==> config.mk <==
export PLATFORM = sky130hd
export DESIGN_NAME = ysyx_25040111_mem_arb_flat
export DESIGN_NICKNAME = d
export VERILOG_FILES = /design/src/rtl/ysyx_25040111_mem_arb_pkg.sv /design/src/rtl/ysyx_25040111_mem_arb_if.sv /design/src/rtl/ysyx_25040111_lsu_align.sv /design/src/rtl/ysyx_25040111_mem_arb.sv /design/src/flat_wrapper.sv
export SDC_FILE = /design/constraint.sdc
export NUM_CORES = 1
export LEC_CHECK = 0
export BUFFER_PORTS_ARGS = -buffer_cell sky130_fd_sc_hd__buf_2
export CAP_MARGIN = 20
export CORE_MARGIN = 5
export CORE_UTILIZATION = 40
export CTS_CLUSTER_DIAMETER = 150
export CTS_CLUSTER_SIZE = 30
export DETAILED_ROUTE_END_ITERATION = 8
export HOLD_SLACK_MARGIN = 0.05
export PLACE_DENSITY = 0.71
export REMOVE_ABC_BUFFERS = 1
export SLEW_MARGIN = 20
export SYNTH_ARGS = -nofsm -noshare
export SYNTH_HDL_FRONTEND = slang
export SYNTH_SLANG_ARGS = --single-unit
==> constraint.sdc <==
create_clock -name clock -period 1.84 [get_ports clock]
set_input_delay 0.092 -clock clock [delete_from_list [all_inputs] [get_ports clock]]
set_output_delay 0.092 -clock clock [all_outputs]
set_load 0.01 [all_outputs]
==> src/rtl/ysyx_25040111_mem_arb_pkg.sv <==
// Shared types for the IFU/LSU memory arbiter: FSM states, owner tags,
// access-size codes and the latched request record.
package ysyx_25040111_mem_arb_pkg;

    typedef enum logic [1:0] {
        IDLE = 2'd0,
        REQ  = 2'd1,
        RSP  = 2'd2,
        ERR  = 2'd3
    } arb_state_e;

    typedef enum logic {
        OWN_IFU = 1'b0,
        OWN_LSU = 1'b1
    } owner_e;

    localparam logic [1:0] MASK_B = 2'b01;
    localparam logic [1:0] MASK_H = 2'b10;
    localparam logic [1:0] MASK_W = 2'b11;

    typedef struct packed {
        logic        write;
        logic [31:0] addr;
        logic [31:0] wdata;
        logic [1:0]  mask;
        logic        rsign;
    } mem_req_t;

    // Halves need an even address, words a 4-byte aligned one.
    function automatic logic is_misaligned(input logic [1:0] mask, input logic [1:0] offset);
        return ((mask == MASK_H) && offset[0]) || ((mask == MASK_W) && (offset != 2'b00));
    endfunction

endpackage

==> src/rtl/ysyx_25040111_mem_arb_if.sv <==
// Single-port memory bus between the arbiter (master) and the memory (slave).
interface ysyx_25040111_mem_arb_if;

    logic        mem_req_valid;
    logic        mem_req_ready;
    logic        mem_write;
    logic [31:0] mem_addr;
    logic [31:0] mem_wdata;
    logic [3:0]  mem_wstrb;
    logic        mem_rsp_valid;
    logic [31:0] mem_rdata;

    modport master (
        output mem_req_valid, mem_write, mem_addr, mem_wdata, mem_wstrb,
        input  mem_req_ready, mem_rsp_valid, mem_rdata
    );

    modport slave (
        input  mem_req_valid, mem_write, mem_addr, mem_wdata, mem_wstrb,
        output mem_req_ready, mem_rsp_valid, mem_rdata
    );

endinterface

==> src/rtl/ysyx_25040111_lsu_align.sv <==
// Byte-lane handling for the shared port: store strobes and lane replication,
// load shift and sign/zero extension. Purely combinational.
module ysyx_25040111_lsu_align
    import ysyx_25040111_mem_arb_pkg::*;
(
    input  logic        write,
    input  logic [1:0]  mask,
    input  logic [1:0]  offset,
    input  logic [31:0] wdata,
    input  logic        rsign,
    input  logic [31:0] rdata_raw,
    output logic [3:0]  wstrb,
    output logic [31:0] wdata_lane,
    output logic [31:0] rdata_ext
);

    logic [3:0]  strb_base;
    logic [31:0] shifted;

    // NOTE: every always_comb output gets a default first so no path can infer a latch.
    always_comb begin
        strb_base  = 4'b1111;
        wdata_lane = wdata;
        shifted    = rdata_raw >> {offset, 3'b000};
        rdata_ext  = shifted;
        unique case (mask)
            MASK_B: begin
                strb_base  = 4'b0001;
                wdata_lane = {4{wdata[7:0]}};
                rdata_ext  = {{24{rsign & shifted[7]}}, shifted[7:0]};
            end
            MASK_H: begin
                strb_base  = 4'b0011;
                wdata_lane = {2{wdata[15:0]}};
                rdata_ext  = {{16{rsign & shifted[15]}}, shifted[15:0]};
            end
            default: ;
        endcase
        wstrb = write ? (strb_base << offset) : 4'b0000;
    end

endmodule

==> src/rtl/ysyx_25040111_mem_arb.sv <==
// Two-requester arbiter for the core memory port (IFU fetch vs. LSU access),
// one transaction outstanding, registered completion pulses.
module ysyx_25040111_mem_arb
    import ysyx_25040111_mem_arb_pkg::*;
#(
    parameter bit RR_EN = 1'b1,
    parameter int RD_W  = 5
) (
    input  logic            clock,
    input  logic            reset,

    input  logic            ifu_valid,
    output logic            ifu_ready,
    input  logic [31:0]     ifu_addr,
    output logic            ifu_rvalid,
    output logic [31:0]     ifu_rdata,

    input  logic            lsu_valid,
    output logic            lsu_ready,
    input  logic            lsu_write,
    input  logic [31:0]     lsu_addr,
    input  logic [31:0]     lsu_wdata,
    input  logic [1:0]      lsu_mask,
    input  logic            lsu_rsign,
    input  logic [RD_W-1:0] lsu_rd,
    output logic            lsu_finish,
    output logic [RD_W-1:0] lsu_frd,
    output logic [31:0]     lsu_rdata,
    output logic            lsu_err,

    ysyx_25040111_mem_arb_if.master bus
);

    arb_state_e      state_q, state_d;
    owner_e          last_grant_q, last_grant_d;
    owner_e          owner_q, owner_d;
    mem_req_t        req_q, req_d;
    logic [RD_W-1:0] req_rd_q, req_rd_d;

    logic            ifu_rvalid_q, ifu_rvalid_d;
    logic [31:0]     ifu_rdata_q, ifu_rdata_d;
    logic            lsu_finish_q, lsu_finish_d;
    logic            lsu_err_q, lsu_err_d;
    logic [RD_W-1:0] lsu_frd_q, lsu_frd_d;
    logic [31:0]     lsu_rdata_q, lsu_rdata_d;

    logic            grant_lsu;
    logic [31:0]     ld_data;

    ysyx_25040111_lsu_align u_align (
        .write      (req_q.write),
        .mask       (req_q.mask),
        .offset     (req_q.addr[1:0]),
        .wdata      (req_q.wdata),
        .rsign      (req_q.rsign),
        .rdata_raw  (bus.mem_rdata),
        .wstrb      (bus.mem_wstrb),
        .wdata_lane (bus.mem_wdata),
        .rdata_ext  (ld_data)
    );

    assign bus.mem_req_valid = (state_q == REQ);
    assign bus.mem_write     = req_q.write;
    assign bus.mem_addr      = {req_q.addr[31:2], 2'b00};

    assign ifu_rvalid = ifu_rvalid_q;
    assign ifu_rdata  = ifu_rdata_q;
    assign lsu_finish = lsu_finish_q;
    assign lsu_err    = lsu_err_q;
    assign lsu_frd    = lsu_frd_q;
    assign lsu_rdata  = lsu_rdata_q;

    always_comb begin
        state_d      = state_q;
        last_grant_d = last_grant_q;
        owner_d      = owner_q;
        req_d        = req_q;
        req_rd_d     = req_rd_q;
        ifu_rvalid_d = 1'b0;
        ifu_rdata_d  = ifu_rdata_q;
        lsu_finish_d = 1'b0;
        lsu_err_d    = 1'b0;
        lsu_frd_d    = lsu_frd_q;
        lsu_rdata_d  = lsu_rdata_q;

        // On conflict the LSU wins unless it was the last one served under round-robin.
        grant_lsu = lsu_valid & (~ifu_valid | ~RR_EN | (last_grant_q == OWN_IFU));
        ifu_ready = (state_q == IDLE) & ifu_valid & ~grant_lsu;
        lsu_ready = (state_q == IDLE) & lsu_valid &  grant_lsu;

        unique case (state_q)
            IDLE: begin
                if (lsu_ready) begin
                    req_d        = '{write: lsu_write, addr: lsu_addr, wdata: lsu_wdata,
                                     mask: lsu_mask, rsign: lsu_rsign};
                    req_rd_d     = lsu_rd;
                    owner_d      = OWN_LSU;
                    last_grant_d = OWN_LSU;
                    if (is_misaligned(lsu_mask, lsu_addr[1:0])) begin
                        state_d      = ERR;
                        lsu_finish_d = 1'b1;
                        lsu_err_d    = 1'b1;
                        lsu_frd_d    = lsu_rd;
                        lsu_rdata_d  = '0;
                    end else begin
                        state_d = REQ;
                    end
                end else if (ifu_ready) begin
                    req_d        = '{write: 1'b0, addr: ifu_addr, wdata: '0,
                                     mask: MASK_W, rsign: 1'b0};
                    owner_d      = OWN_IFU;
                    last_grant_d = OWN_IFU;
                    state_d      = REQ;
                end
            end
            REQ: begin
                if (bus.mem_req_ready) state_d = RSP;
            end
            RSP: begin
                if (bus.mem_rsp_valid) begin
                    state_d = IDLE;
                    if (owner_q == OWN_IFU) begin
                        ifu_rvalid_d = 1'b1;
                        ifu_rdata_d  = bus.mem_rdata;
                    end else begin
                        lsu_finish_d = 1'b1;
                        lsu_frd_d    = req_rd_q;
                        lsu_rdata_d  = req_q.write ? 32'h0 : ld_data;
                    end
                end
            end
            ERR:     state_d = IDLE;
            default: state_d = IDLE;
        endcase
    end

    // NOTE: request and data registers are reset too, so every output reads 0 out of reset.
    always_ff @(posedge clock) begin
        if (reset) begin
            state_q      <= IDLE;
            last_grant_q <= OWN_IFU;
            owner_q      <= OWN_IFU;
            req_q        <= '0;
            req_rd_q     <= '0;
            ifu_rvalid_q <= 1'b0;
            ifu_rdata_q  <= '0;
            lsu_finish_q <= 1'b0;
            lsu_err_q    <= 1'b0;
            lsu_frd_q    <= '0;
            lsu_rdata_q  <= '0;
        end else begin
            // NOTE: non-blocking updates keep every flop sampling pre-edge values.
            state_q      <= state_d;
            last_grant_q <= last_grant_d;
            owner_q      <= owner_d;
            req_q        <= req_d;
            req_rd_q     <= req_rd_d;
            ifu_rvalid_q <= ifu_rvalid_d;
            ifu_rdata_q  <= ifu_rdata_d;
            lsu_finish_q <= lsu_finish_d;
            lsu_err_q    <= lsu_err_d;
            lsu_frd_q    <= lsu_frd_d;
            lsu_rdata_q  <= lsu_rdata_d;
        end
    end

endmodule

==> src/flat_wrapper.sv <==
// flat-port wrapper written by rule: the top's interface ports become plain ports
module ysyx_25040111_mem_arb_flat import ysyx_25040111_mem_arb_pkg::*;
#(
    parameter bit RR_EN = 1'b1,
    parameter int RD_W  = 5
)
  (clock, reset, ifu_valid, ifu_ready, ifu_addr, ifu_rvalid, ifu_rdata, lsu_valid, lsu_ready, lsu_write, lsu_addr, lsu_wdata, lsu_mask, lsu_rsign, lsu_rd, lsu_finish, lsu_frd, lsu_rdata, lsu_err, bus_mem_req_valid, bus_mem_write, bus_mem_addr, bus_mem_wdata, bus_mem_wstrb, bus_mem_req_ready, bus_mem_rsp_valid, bus_mem_rdata);
  ysyx_25040111_mem_arb_if bus_i ();
  input  logic clock;
  input  logic reset;
  input  logic ifu_valid;
  output logic ifu_ready;
  input  logic [31:0] ifu_addr;
  output logic ifu_rvalid;
  output logic [31:0] ifu_rdata;
  input  logic lsu_valid;
  output logic lsu_ready;
  input  logic lsu_write;
  input  logic [31:0] lsu_addr;
  input  logic [31:0] lsu_wdata;
  input  logic [1:0] lsu_mask;
  input  logic lsu_rsign;
  input  logic [RD_W-1:0] lsu_rd;
  output logic lsu_finish;
  output logic [RD_W-1:0] lsu_frd;
  output logic [31:0] lsu_rdata;
  output logic lsu_err;
  output wire logic [$bits(bus_i.mem_req_valid)-1:0] bus_mem_req_valid;
  output wire logic [$bits(bus_i.mem_write)-1:0] bus_mem_write;
  output wire logic [$bits(bus_i.mem_addr)-1:0] bus_mem_addr;
  output wire logic [$bits(bus_i.mem_wdata)-1:0] bus_mem_wdata;
  output wire logic [$bits(bus_i.mem_wstrb)-1:0] bus_mem_wstrb;
  input wire logic [$bits(bus_i.mem_req_ready)-1:0] bus_mem_req_ready;
  input wire logic [$bits(bus_i.mem_rsp_valid)-1:0] bus_mem_rsp_valid;
  input wire logic [$bits(bus_i.mem_rdata)-1:0] bus_mem_rdata;
  assign bus_mem_req_valid = bus_i.mem_req_valid;
  assign bus_mem_write = bus_i.mem_write;
  assign bus_mem_addr = bus_i.mem_addr;
  assign bus_mem_wdata = bus_i.mem_wdata;
  assign bus_mem_wstrb = bus_i.mem_wstrb;
  assign bus_i.mem_req_ready = bus_mem_req_ready;
  assign bus_i.mem_rsp_valid = bus_mem_rsp_valid;
  assign bus_i.mem_rdata = bus_mem_rdata;
  ysyx_25040111_mem_arb #(.RR_EN(RR_EN), .RD_W(RD_W)) u_core (.clock(clock), .reset(reset), .ifu_valid(ifu_valid), .ifu_ready(ifu_ready), .ifu_addr(ifu_addr), .ifu_rvalid(ifu_rvalid), .ifu_rdata(ifu_rdata), .lsu_valid(lsu_valid), .lsu_ready(lsu_ready), .lsu_write(lsu_write), .lsu_addr(lsu_addr), .lsu_wdata(lsu_wdata), .lsu_mask(lsu_mask), .lsu_rsign(lsu_rsign), .lsu_rd(lsu_rd), .lsu_finish(lsu_finish), .lsu_frd(lsu_frd), .lsu_rdata(lsu_rdata), .lsu_err(lsu_err), .bus(bus_i));
endmodule
==> results_dict.tcl, run 1 <==
set metrics [dict create \
    outcome "complete, no violations" \
    min_path_type "input pin to flip-flop" \
    final_hold_viol_count 0 \
    p_leak_nw 4.74 \
    worstPathArrival_ns 1.74 \
    wl_met1_um 10400 \
    num_rows 48 \
    dr.first_iter.drc_count 529 \
    utilization_pct 61.5 \
    grt_antenna_before_repair 2 \
    peakVddDrop_mv 0.635 \
    clockPowerShare_pct 36.0 \
    fmax_mhz 545 \
    critPathLaunchType "flip-flop" \
    r2r_end "u_core.lsu_rdata[17]" \
    gp_routability_congestion 0.839 \
    skew_ns 0.0115 \
    route.met3.wl_um 2360 \
    finalWirelength_um 26000 \
    worstPathRequired_ns 1.75 \
    yosysSeqAreaShare_pct 42.9 \
    startpoint "u_core.req_q[2]" \
    final_nets 1341 \
    placed_cell_area_um2 8260 \
    wl_per_cell_um 18.2 \
    yosysUniqueCellTypes 49 \
    syn_inst 822 \
    reg2regPathDepth 4 \
    cts_made_buffers 17 \
    clk_pin_slew_worst_paths_ns 0.05 \
    clk_path_buf_depth 2 \
    synth-seq-cells 148 \
    comb_power_share_pct 27.4 \
    highest_layer "met5" \
    synth_area_um2 6900 \
    crit_path_max_fanout 17 \
    cts_root_buf "clkbuf_16" \
    finalCriticalPeriod_ns 1.83 \
    die_w_um 141 \
    maxSlewHeadroom_pct 61.7 \
    p_switching_w 0.00300 \
    grt_pass1_vias 7649 \
    grt_max_degree 66 \
    gr-total-overflow 0 \
    synth.avg_cell_area_um2 8.39 \
    drv_cap 0 \
    io_pins 287 \
    seqPwrFrac_pct 36.6 \
    slew_viol_final 0 \
    ys_warn_count 0 \
    via_count 7614 \
    htreeDepth 4 \
    hpwl_um 16100 \
    drt_first_pass_iters 6 \
    die_height_um 141 \
    swShare_pct 30.5 \
    r2r_start "u_core.req_q[36]" \
    crit_path_max_incr_delay_ns 0.34 \
    start_util_pct 40.3 \
    powerDensity_nw_per_um2 934 \
    finalCritPeriodShare_pct 99.7 \
    drc 0 \
    cts_tree "yes" \
    p_total_w 0.00984 \
    area_growth_syn_to_layout_pct 52.6 \
    intPower_w 0.00684 \
    viasPerCell 5.31 \
    track_usage_pct 25.1 \
    cts.sinks 148 \
    end_kind "output port" \
    setup_viol 0 \
    drtAntennaViolNets 0 \
    fin_cells 1433 \
    wl_met2_um 12700 \
    tightest_slew_ns 0.573 \
    hold_depth 3 \
    holdPathEnd "u_core.req_q[2]" \
    clk_latency_ns 0.42 \
    worstPathCellList "buf_4, ha_4, buf_4, o211a_1, buf_2" \
    drive_gt1_share_pct 34.1 \
    critPathSlowestCell "ha_4" \
    rsz0062_at_grt "true" \
    dieArea_um2 20000 \
    worstSetupPathType "flip-flop to output port" \
    setup_tns_ns 0 \
    critPathMostFrequentCell "buf_4" \
    r2r_slack_ns 0.07 \
    portBuffers 284 \
    hold_start "lsu_mask[1]" \
    dp.cells 1249 \
    stdcell_area_um2 10500 \
    grt_first_pass_wirelength_um 40400 \
    core-area_um2 17100 \
]
-- cells in the mapped netlist (all sizes together) --
cell type  count  area, um^2
a211oi         5        37.5
a21boi         1        7.51
a32o          16         160
o41ai          1        16.3
a221oi         2        23.8
a211o          8        70.1
mux2i         21         210
nor3b          1        12.5
nor2          90         338
nor2b         10        62.6
a22o           8        70.1
nand2b         4        25.0
a32oi          7        61.3
a311o          1        11.3
a21oi         49         245
nor3           5        30.0
buf           71         483
a31o           1        8.76
or4            1        11.3
o21a           2        15.0
a311oi        32         405
or3b           1        8.76
inv            8        30.0
o211a          1        10.0
mux2           1        15.0
dfxtp        148        2960
nand3          1        5.00
mux4           1        22.5
or2            3        18.8
and3           1        6.26
nand2        188         706
clkbuf        42         158
o41a           1        11.3
o2bb2ai       16         140
a22oi         43         323
conb           1        3.75
nand4b         1        8.76
ha             2        25.0
o21ai         26         130
o221a          1        11.3
-- logic make-up after synthesis --
| group | share of synthesized area (%) |
|---|---|
| fa+ha+maj | 0.363 |
| buf+inv | 9.72 |
| simple gates | 17.9 |
| flops | 42.9 |
| mux | 3.59 |
| compound gates | 25.5 |
| other cells | 0.0543 |
-- state kept, by name, indices dropped and copies added (netlist names) --
signal	count
u_core.req_q	37
u_core.ifu_rdata	32
u_core.lsu_rdata	32
u_core.bus.mem_addr	30
u_core.lsu_frd	5
u_core.req_rd_q	5
u_core.state_q	2
u_core.bus.mem_write	1
u_core.ifu_rvalid	1
u_core.last_grant_q	1
u_core.lsu_err	1
u_core.lsu_finish	1
-- power by group through the flow --
stage | Sequential (W) | Combinational (W) | Clock, W
after floorplan | 0.00375 | 0.00110 | 0
after global placement | 0.00364 | 0.00214 | 0
after detailed placement | 0.00365 | 0.00216 | 0
after CTS | 0.00358 | 0.00255 | 0.00359
after global routing | 0.00362 | 0.00293 | 0.00373
final | 0.00360 | 0.00270 | 0.00354
-- final cells by class --
class / instances / area (um^2)
inverters: 8 / 30.0
fillers: 1397 / 6590
diodes: 1 / 2.50
multi-input cells: 556 / 3380
clock buffers: 22 / 464
well taps: 225 / 282
clock inverters: 8 / 128
repair buffers: 465 / 3270
flip-flops and latches: 148 / 2970
-- worst max path at each step --
stage                                   end  slack [ns]  depth (start not counted)
CTS                       bus_mem_wdata[29]       -0.03                          6
floorplan           u_core.bus.mem_addr[10]       -0.62                          5
detailed placement     u_core.lsu_rdata[28]      -0.002                          5
global placement       u_core.lsu_rdata[21]        0.04                          5
global route               bus_mem_wstrb[3]       -0.06                          5
finish                     bus_mem_wstrb[3]       0.006                          5
-- repair_timing --
action	CTS	global route
hold buffers	139	0
endpoints found under the setup margin	43	61
gates cloned	3	2
hold endpoints to repair	114	0
gates resized for setup	15	32
pin swaps	1	3
setup buffers	6	4
-- worst max-delay path, delay by kind of cell (launching register included) --
kind | cells | cell delay (ns)
compound gates | 1 | 0.15
fa+ha+maj | 1 | 0.34
buf+inv | 3 | 0.51
flops | 1 | 0.31
-- cells in the final DEF (no fill, tap or decap), drive strengths merged, types with 21 or more instances in the layout --
cell / Yosys / final
o21ai: 26 / 26
dlygate4sd3: 0 / 139
mux2i: 21 / 21
nor2: 90 / 90
buf: 71 / 324
a21oi: 49 / 49
a311oi: 32 / 32
dfxtp: 148 / 148
nand2: 188 / 188
a22oi: 43 / 43
clkbuf: 42 / 23
-- stage by stage --
step / setup slack, ns / hold slack, ns
floorplan: -0.623 / 0.160
finish: 0.00598 / 0.0787
global route: -0.0634 / 0.106
global placement: 0.0366 / 0.338
CTS: -0.0264 / 0.0693
detailed placement: -0.00154 / 0.348
-- routing by layer --
layer,global-route usage [%],vias up
li1,-,3600
met1,29.8,3596
met2,43.0,364
met3,8.02,52
met4,8.47,2
met5,0,-
(Power assumes the default switching activity.)
==> run 2: changes to the inputs <==
CORE_ASPECT_RATIO = 0.6   (was unset)
==> run 2 against run 1 <==
Compared with the run above:
- the run now ends with setup timing left
- clock power down 5%
- combinational power is essentially flat
- critical path type unchanged
- final area is essentially flat
- maximum frequency fell by 1.0%
- sequential power is essentially flat
- sequential share of layout area is essentially flat
- non-clock buffer count grew 1
- die area up 0.43%
- worst hold slack worse by 0.0063 ns
- cell count up 1.0%
- setup slack lost 0.019 ns
==> results_dict.tcl, run 2 (synthesis gave the netlist of run 1 again) <==
set metrics [dict create \
    drt_first_pass_iters 5 \
    r2r_start "u_core.req_q[36]" \
    layout.cells.most_common "buf_2" \
    num_rows 37 \
    grt_max_degree 55 \
    cts.sinks 148 \
    final_hold_viol_count 0 \
    p_total_w 0.00968 \
    hold_slack_ns 0.0724 \
    io_pins 287 \
    worstSetupPathType "flip-flop to output port" \
    fin_ws_ns -0.0134 \
    gr-total-overflow 0 \
    min_path_type "input pin to flip-flop" \
    p_leak_nw 4.71 \
    crit_path_max_fanout 33 \
    dieArea_um2 20100 \
    drc 0 \
    critPathSlowestCell "dfxtp_2" \
    cts_tree "yes" \
    fmax_mhz 540 \
    violations "setup timing" \
    drtAntennaViolNets 0 \
    holdPathEnd "u_core.req_q[2]" \
    track_usage_pct 25.0 \
    most-common-layout-cells "buf_2, nand2_1, dfxtp_1" \
    area_growth_syn_to_layout_pct 52.7 \
    rsz0062_at_grt "true" \
    dr.first_iter.drc_count 708 \
    worstPathRequired_ns 1.75 \
    drive_gt1_share_pct 34.5 \
    portBuffers 284 \
    clk_path_buf_depth 2 \
    crit_path_max_incr_delay_ns 0.33 \
    clk_latency_ns 0.42 \
    setup_viol 2 \
    hold_start "lsu_mask[1]" \
    critPathLaunchType "flip-flop" \
    top_register "u_core.req_q" \
    final_nets 1343 \
    viasPerCell 5.29 \
    maxSlewHeadroom_pct 50.6 \
    skew_ns 0.0160 \
    largest_reg_flops 37 \
    finalWirelength_um 26900 \
    peakVddDrop_mv 0.464 \
    finalCriticalPeriod_ns 1.85 \
    r2r_end "u_core.lsu_rdata[23]" \
    setup_tns_ns -0.0158 \
    via_count 7657 \
    reg2regPathDepth 4 \
    finalCritPeriodShare_pct 101 \
    grt_first_pass_wirelength_um 40700 \
    core-area_um2 17000 \
    end_kind "output port" \
    wl_per_cell_um 18.6 \
    drv_cap 0 \
    hpwl_um 16600 \
    worstPathArrival_ns 1.76 \
    cts_root_buf "clkbuf_16" \
    grt_pass1_vias 7444 \
    die_height_um 112 \
    cts_made_buffers 17 \
    start_util_pct 40.5 \
    tightest_slew_ns 0.741 \
    r2r_slack_ns 0.02 \
    powerDensity_nw_per_um2 918 \
    slew_viol_final 0 \
    hold_depth 3 \
    outcome "finished with violations" \
    gp_routability_congestion 0.843 \
    clk_pin_slew_worst_paths_ns 0.06 \
    die_w_um 180 \
    htreeDepth 4 \
    grt_antenna_before_repair 1 \
    worstPathCellList "buf_6, ha_4, buf_12, nand2_1, o21ai_2, buf_2" \
]
[run 2: cell count changes in the layout (fill, tap and decap cells not counted), moves of 4 or more]
cell / previous run / this run
o21ai_2: 7 / 1
buf_2: 281 / 276
o21ai_1: 4 / 13
buf_6: 3 / 8
inv_6: 0 / 5
o21ai_0: 15 / 11
[run 2: critical path: cells and delay by family, from the launching register on]
family                   cells  cell delay, ns
AND/OR/NAND/NOR              1            0.11
AO/OA/AOI/OAI                1            0.10
adder cells (fa/ha/maj)      1            0.33
buffers and inverters        3            0.47
flip-flops                   1            0.33
[run 2: what timing repair did]
action | CTS | global route
hold buffers | 138 | 0
pin swaps | 2 | 16
buffers inserted | 5 | 5
gates resized for setup | 17 | 46
setup endpoints to repair | 43 | 72
gates cloned | 2 | 3
endpoints found under the hold margin | 110 | 0
[run 2: routing by layer]
metal	GRT usage [%]	part of all wire, %
met1	30.2	41
met2	42.1	48
met3	7.93	8.8
met4	9.13	3.1
met5	0	0
[run 2: how the worst max path moves through the flow]
stage | end | depth (start not counted) | start | slack [ns]
floorplan | u_core.bus.mem_addr[10] | 5 | u_core.state_q[0] | -0.62
global placement | u_core.lsu_rdata[22] | 6 | u_core.req_q[2] | 0.04
detailed placement | u_core.lsu_rdata[21] | 6 | u_core.req_q[2] | -0.008
CTS | bus_mem_wdata[8] | 5 | u_core.req_q[2] | 0.004
global route | bus_mem_wdata[18] | 6 | u_core.req_q[2] | -0.11
finish | bus_mem_wdata[18] | 6 | u_core.req_q[2] | -0.01
[run 2: area by class of cell]
type                            instances  area [um^2]
Antenna cell                            3         7.51
Clock buffer                           19          433
Clock inverter                         13          124
Fill cell                            1461         6500
Inverter                                8         30.0
Multi-Input combinational cell        557         3400
Sequential cell                       148         2970
Tap cell                              234          293
Timing Repair Buffer                  466         3290
[run 2: power by group]
part | switching (W) | internal, W
registers | 0.000158 | 0.00343
clock network | 0.00148 | 0.00188
logic | 0.00151 | 0.00122
total | 0.00314 | 0.00653
[run 2: per-stage QoR]
step	utilization, %	setup WS (ns)	cells	area [um^2]
2_1_floorplan	-	-0.623	710	6260
6_report	61.9	-0.0134	1448	10500
5_1_grt	61.8	-0.108	1446	10500
3_5_place_dp	48.6	-0.00759	1261	8280
3_3_place_gp	48.6	0.0389	1261	8280
4_1_cts	60.9	0.00371	1437	10400
